--- src/rtl/byte_striping_pkg.sv ---
// Shared lane/byte geometry for the 4-lane byte striper and unstriper.
package byte_striping_pkg;

    localparam int unsigned DATA_WIDTH = 8;
    localparam int unsigned LANES      = 4;
    localparam int unsigned LANE_SEL_W = $clog2(LANES);
    localparam int unsigned WORD_W     = LANES * DATA_WIDTH;

    // One striped word: lane k occupies bits [k*DATA_WIDTH +: DATA_WIDTH].
    typedef logic [LANES-1:0][DATA_WIDTH-1:0] word_t;

endpackage : byte_striping_pkg

--- src/rtl/unstriping_word_fifo.sv ---
// Two-entry word buffer feeding the unstriper output mux.
module unstriping_word_fifo
    import byte_striping_pkg::*;
#(
    parameter int unsigned WORD_BITS = WORD_W
) (
    input  logic                 clk,
    input  logic                 reset,
    input  logic                 i_push,
    input  logic [WORD_BITS-1:0] i_wdata,
    input  logic                 i_pop,
    output logic [WORD_BITS-1:0] o_head,
    output logic                 o_ready,
    output logic                 o_valid
);

    logic [WORD_BITS-1:0] r_buf [2];
    logic                 r_wr_ptr;
    logic                 r_rd_ptr;
    logic [1:0]           r_count;

    // Storage, pointers and occupancy; push and pop in the same cycle leave count unchanged.
    always_ff @(posedge clk) begin
        if (reset) begin
            r_buf[0] <= '0;
            r_buf[1] <= '0;
            r_wr_ptr <= 1'b0;
            r_rd_ptr <= 1'b0;
            r_count  <= 2'd0;
        end else begin
            if (i_push) begin
                r_buf[r_wr_ptr] <= i_wdata;
                r_wr_ptr        <= ~r_wr_ptr;
            end
            if (i_pop) begin
                r_rd_ptr <= ~r_rd_ptr;
            end
            case ({i_push, i_pop})
                2'b10:   r_count <= r_count + 2'd1;
                2'b01:   r_count <= r_count - 2'd1;
                default: r_count <= r_count;
            endcase
        end
    end

    // Status flags come from registered occupancy only.
    always_comb begin
        o_head  = r_buf[r_rd_ptr];
        o_ready = (r_count != 2'd2);
        o_valid = (r_count != 2'd0);
    end

endmodule : unstriping_word_fifo

--- src/rtl/byte_unstriping.sv ---
// Re-serialises one multi-lane word per handshake into a byte stream, lane0 first.
module byte_unstriping
    import byte_striping_pkg::*;
#(
    parameter int unsigned DATA_WIDTH = byte_striping_pkg::DATA_WIDTH,
    parameter int unsigned LANES      = byte_striping_pkg::LANES
) (
    input  logic                        clk,
    input  logic                        reset,
    input  logic [LANES*DATA_WIDTH-1:0] lanes_data,
    input  logic                        lanes_valid,
    output logic                        lanes_ready,
    output logic [DATA_WIDTH-1:0]       rx_data,
    output logic                        rx_valid,
    input  logic                        rx_ready,
    output logic                        overflow
);

    localparam int unsigned SEL_W  = $clog2(LANES);
    localparam int unsigned WORD_B = LANES * DATA_WIDTH;

    logic [SEL_W-1:0]                  r_byte_sel;
    logic                              r_overflow;
    logic                              w_push;
    logic                              w_pop_byte;
    logic                              w_pop_word;
    logic                              w_ready;
    logic                              w_valid;
    logic [WORD_B-1:0]                 w_head_flat;
    logic [LANES-1:0][DATA_WIDTH-1:0]  w_head;

    unstriping_word_fifo #(
        .WORD_BITS (WORD_B)
    ) u_fifo (
        .clk     (clk),
        .reset   (reset),
        .i_push  (w_push),
        .i_wdata (lanes_data),
        .i_pop   (w_pop_word),
        .o_head  (w_head_flat),
        .o_ready (w_ready),
        .o_valid (w_valid)
    );

    // Handshake decode and byte mux over the head word.
    always_comb begin
        w_push      = lanes_valid && w_ready;
        w_pop_byte  = w_valid && rx_ready;
        w_pop_word  = w_pop_byte && (r_byte_sel == SEL_W'(LANES - 1));
        w_head      = w_head_flat;
        lanes_ready = w_ready;
        rx_valid    = w_valid;
        rx_data     = w_head[r_byte_sel];
        overflow    = r_overflow;
    end

    // Lane selector advances per accepted byte; overflow flags a refused word for one cycle.
    always_ff @(posedge clk) begin
        if (reset) begin
            r_byte_sel <= '0;
            r_overflow <= 1'b0;
        end else begin
            if (w_pop_byte) begin
                r_byte_sel <= r_byte_sel + SEL_W'(1);
            end
            r_overflow <= lanes_valid && !w_ready;
        end
    end

endmodule : byte_unstriping
--- config.mk ---
export PLATFORM = sky130hd
export DESIGN_NAME = byte_unstriping
export DESIGN_NICKNAME = d
export VERILOG_FILES = /design/src/rtl/byte_striping_pkg.sv /design/src/rtl/unstriping_word_fifo.sv /design/src/rtl/byte_unstriping.sv
export SDC_FILE = /design/constraint.sdc
export NUM_CORES = 1
export LEC_CHECK = 0
export BUFFER_PORTS_ARGS = -buffer_cell sky130_fd_sc_hd__buf_2
export CAP_MARGIN = 20
export CORE_UTILIZATION = 59
export CTS_BUF_LIST = sky130_fd_sc_hd__clkbuf_4
export DETAILED_ROUTE_END_ITERATION = 6
export HOLD_SLACK_MARGIN = 0.1
export PLACE_DENSITY = 0.85
export SKIP_LAST_GASP = 1
export SYNTH_ARGS = -nofsm -noshare
export SYNTH_HDL_FRONTEND = slang
export SYNTH_SLANG_ARGS = --single-unit
--- constraint.sdc ---
create_clock -name clk -period 2.5 [get_ports clk]
set_clock_uncertainty 0.2 [all_clocks]
set_input_delay 0.125 -clock clk [delete_from_list [all_inputs] [get_ports clk]]
set_output_delay 0.125 -clock clk [all_outputs]
set_load 0.05 [all_outputs]
==> impl_metrics.env <==
export IMPL_outcome="finished, final reports clean"
export IMPL_area_growth_pct=23.8
export IMPL_fin_area_um2=4040
export IMPL_hp_class="reg2reg"
export IMPL_maxCapViolations=0
export IMPL_cts_tree="done"
export IMPL_cts_buffer_depth=2
export IMPL_drt_wl_total_um=5970
export IMPL_syn_nets=242
export IMPL_finish_utilization_pct=77.7
export IMPL_cts_root_buf="clkbuf_4"
export IMPL_yosysSeqAreaShare_pct=63.7
export IMPL_path_max_fanout=11
export IMPL_ios=47
export IMPL_swShare_pct=25.1
export IMPL_grt_pass1_wl_um=9370
export IMPL_cts_buffers=9
export IMPL_insertion_delay_ns=0.39
export IMPL_power_switching_w=0.000615
export IMPL_critPathLaunchType="register"
export IMPL_fmax_ghz=0.418
export IMPL_die_w_um=76.4
export IMPL_rsz0062_at_grt="no"
export IMPL_antenna_found_initial=0
export IMPL_clkTransAtPathRegs_ns=0.10
export IMPL_die_y_um=76.4
export IMPL_pre_cts_slack_ns=0.423
export IMPL_grt_pass1_vias=2007
export IMPL_overflow=0
export IMPL_ir_worst_vdd_v=0.000397
export IMPL_die_area_um2=5840
export IMPL_ant_nets=0
export IMPL_ys_ff_latch=72
export IMPL_power_leakage_nw=1.68
export IMPL_p_per_area_nw_per_um2=607
export IMPL_start_util_pct=62.8
export IMPL_p_int_w=0.00184
export IMPL_hold_viol_final=0
export IMPL_pwr_share_seq_pct=58.4
export IMPL_grtUsageTotal_pct=22.2
export IMPL_insertedDiodeCount=0
export IMPL_rows=26
export IMPL_endpoint_kind="output pin"
export IMPL_tightest_slew_ns=0.780
export IMPL_synth_warnings=0
export IMPL_route_detailed_drc=0
export IMPL_finalCritPeriodShare_pct=95.7
export IMPL_num_vias=1939
export IMPL_numPortBuffers=46
export IMPL_post_cts_buffers=0
export IMPL_clockPowerShare_pct=25.1
export IMPL_drv_slew=0
export IMPL_arrival_ns=2.07
export IMPL_hpwl_um=3660
export IMPL_drt_initial_drc_count=76
export IMPL_fin_nets=331
export IMPL_netlist_area_um2=3270
export IMPL_wl_per_cell_um=16.2
export IMPL_avgViaCountPerCell=5.27
export IMPL_comb_power_share_pct=16.5
export IMPL_synth_cells=204
export IMPL_drive_gt1_share_pct=27.5
export IMPL_htree_levels=3
export IMPL_setup_tns_ns=0
export IMPL_clock_sinks=72
export IMPL_cp_data_required_time_ns=2.17
export IMPL_worst_setup_path_type="reg2out"
export IMPL_ys_types=27
export IMPL_gp_congestion=0.753
export IMPL_power_w=0.00245
export IMPL_finalSetupViolCount=0
export IMPL_grt_start_max_net_pins=33
export IMPL_postPlaceCellArea_um2=3580
export IMPL_fin_ws_ns=0.108
export IMPL_period_needed_ns=2.39
export IMPL_maxSlewHeadroom_pct=48.0
export IMPL_postSynthAreaPerCell_um2=16.0
export IMPL_drt_pass1_iter_count=4
export IMPL_coreArea_um2=5200
-- routing by layer --
| layer | vias up | share of wire, % | global-route usage (%) |
|---|---|---|---|
| met5 | - | 0 | 0 |
| met4 | 0 | 2.6 | 12.5 |
| met3 | 13 | 3.0 | 3.59 |
| met2 | 55 | 55 | 41.4 |
| met1 | 939 | 39 | 23.7 |
| li1 | 932 | - | - |
-- state kept, by name, summed over array words and instances, names as in the netlist, named ones only --
name,count
r_byte_sel,2
u_fifo.r_buf,64
u_fifo.r_rd_ptr,1
u_fifo.r_count,2
u_fifo.r_wr_ptr,1
overflow,1
-- final timing paths --
check / start / to / slack [ns] / depth (start not counted)
worst max-delay path: register / rx_data[6] / 0.11 / 4
worst min-delay path: u_fifo.r_wr_ptr / u_fifo.r_wr_ptr / 0.34 / 2
worst max register to register: u_fifo.r_count[1] / u_fifo.r_count[1] / 0.38 / 6
worst min register to register: u_fifo.r_wr_ptr / u_fifo.r_wr_ptr / 0.34 / 2
-- worst max-delay path: stages, from the launching register on --
cell     delay [ns]
dfxtp_1        0.35
buf_4          0.21
mux4_1         0.61
mux2_2         0.29
buf_2          0.21
-- cell usage in the layout (no fill, tap or decap), types with 6 or more instances in the layout --
master and n:
and2_1 64, buf_2 46, buf_4 9, clkbuf_4 14, dfxtp_1 8, dlygate4sd3_1 35
edfxtp_1 64, mux2_2 8, mux4_1 15, nor2_1 6
-- cell usage after synthesis (all sizes together) --
| cell type | number | area share, % |
|---|---|---|
| nand2b | 2 | 0.38 |
| xnor2 | 1 | 0.27 |
| nor3 | 1 | 0.31 |
| xor2 | 3 | 0.80 |
| or3 | 2 | 0.38 |
| clkbuf | 7 | 0.80 |
| nor2 | 6 | 0.69 |
| or2 | 2 | 0.38 |
| dfxtp | 8 | 4.9 |
| nor2b | 1 | 0.19 |
| nand2 | 1 | 0.11 |
| edfxtp | 64 | 59 |
| and2 | 64 | 12 |
| buf | 5 | 1.4 |
| mux4 | 16 | 13 |
| mux2 | 8 | 2.8 |
| o211ai | 1 | 0.23 |
| inv | 3 | 0.34 |
| nor3b | 1 | 0.38 |
| o21ai | 3 | 0.46 |
| ha | 2 | 0.77 |
| mux2i | 1 | 0.31 |
| a21oi | 2 | 0.31 |
-- power by group through the flow --
stage | registers, W | logic [W] | clock network (W)
2_1_floorplan | 0.00145 | 0.000259 | 0
3_3_place_gp | 0.00146 | 0.000356 | 0
3_5_place_dp | 0.00146 | 0.000363 | 0
4_1_cts | 0.00143 | 0.000407 | 0.000627
5_1_grt | 0.00144 | 0.000434 | 0.000676
6_report | 0.00143 | 0.000405 | 0.000615
-- cell families (layout without fill, tap and decap cells) --
logic type	count (synthesis)	count (layout)	share of synthesized area [%]
flip-flops	72	72	63.7
multiplexers	25	25	15.8
adder cells (fa/ha/maj)	2	2	0.766
AND/OR/NAND/NOR	80	80	15.1
AO/OA/AOI/OAI	6	6	0.996
XOR/XNOR	4	4	1.07
buffers and inverters	15	109	2.53
-- through the flow --
step / hold slack, ns / std cells
floorplan: 0.123 / 204
global placement: 0.210 / 317
detailed placement: 0.211 / 317
CTS: 0.328 / 368
global route: 0.338 / 368
finish: 0.336 / 368
-- repair_timing --
item                      CTS  global route
hold buffers               35             0
gates resized for setup     0             0
hold endpoints to repair   72             0
-- area by class of cell --
cell class | count | area [um2]
Fill cell | 315 | 1160
Clock buffer | 14 | 105
Multi-Input combinational cell | 117 | 1100
Tap cell | 70 | 87.6
Clock inverter | 2 | 7.51
Timing Repair Buffer | 90 | 648
Sequential cell | 72 | 2080
Inverter | 3 | 11.3
Power figures use the tool's default switching activity.
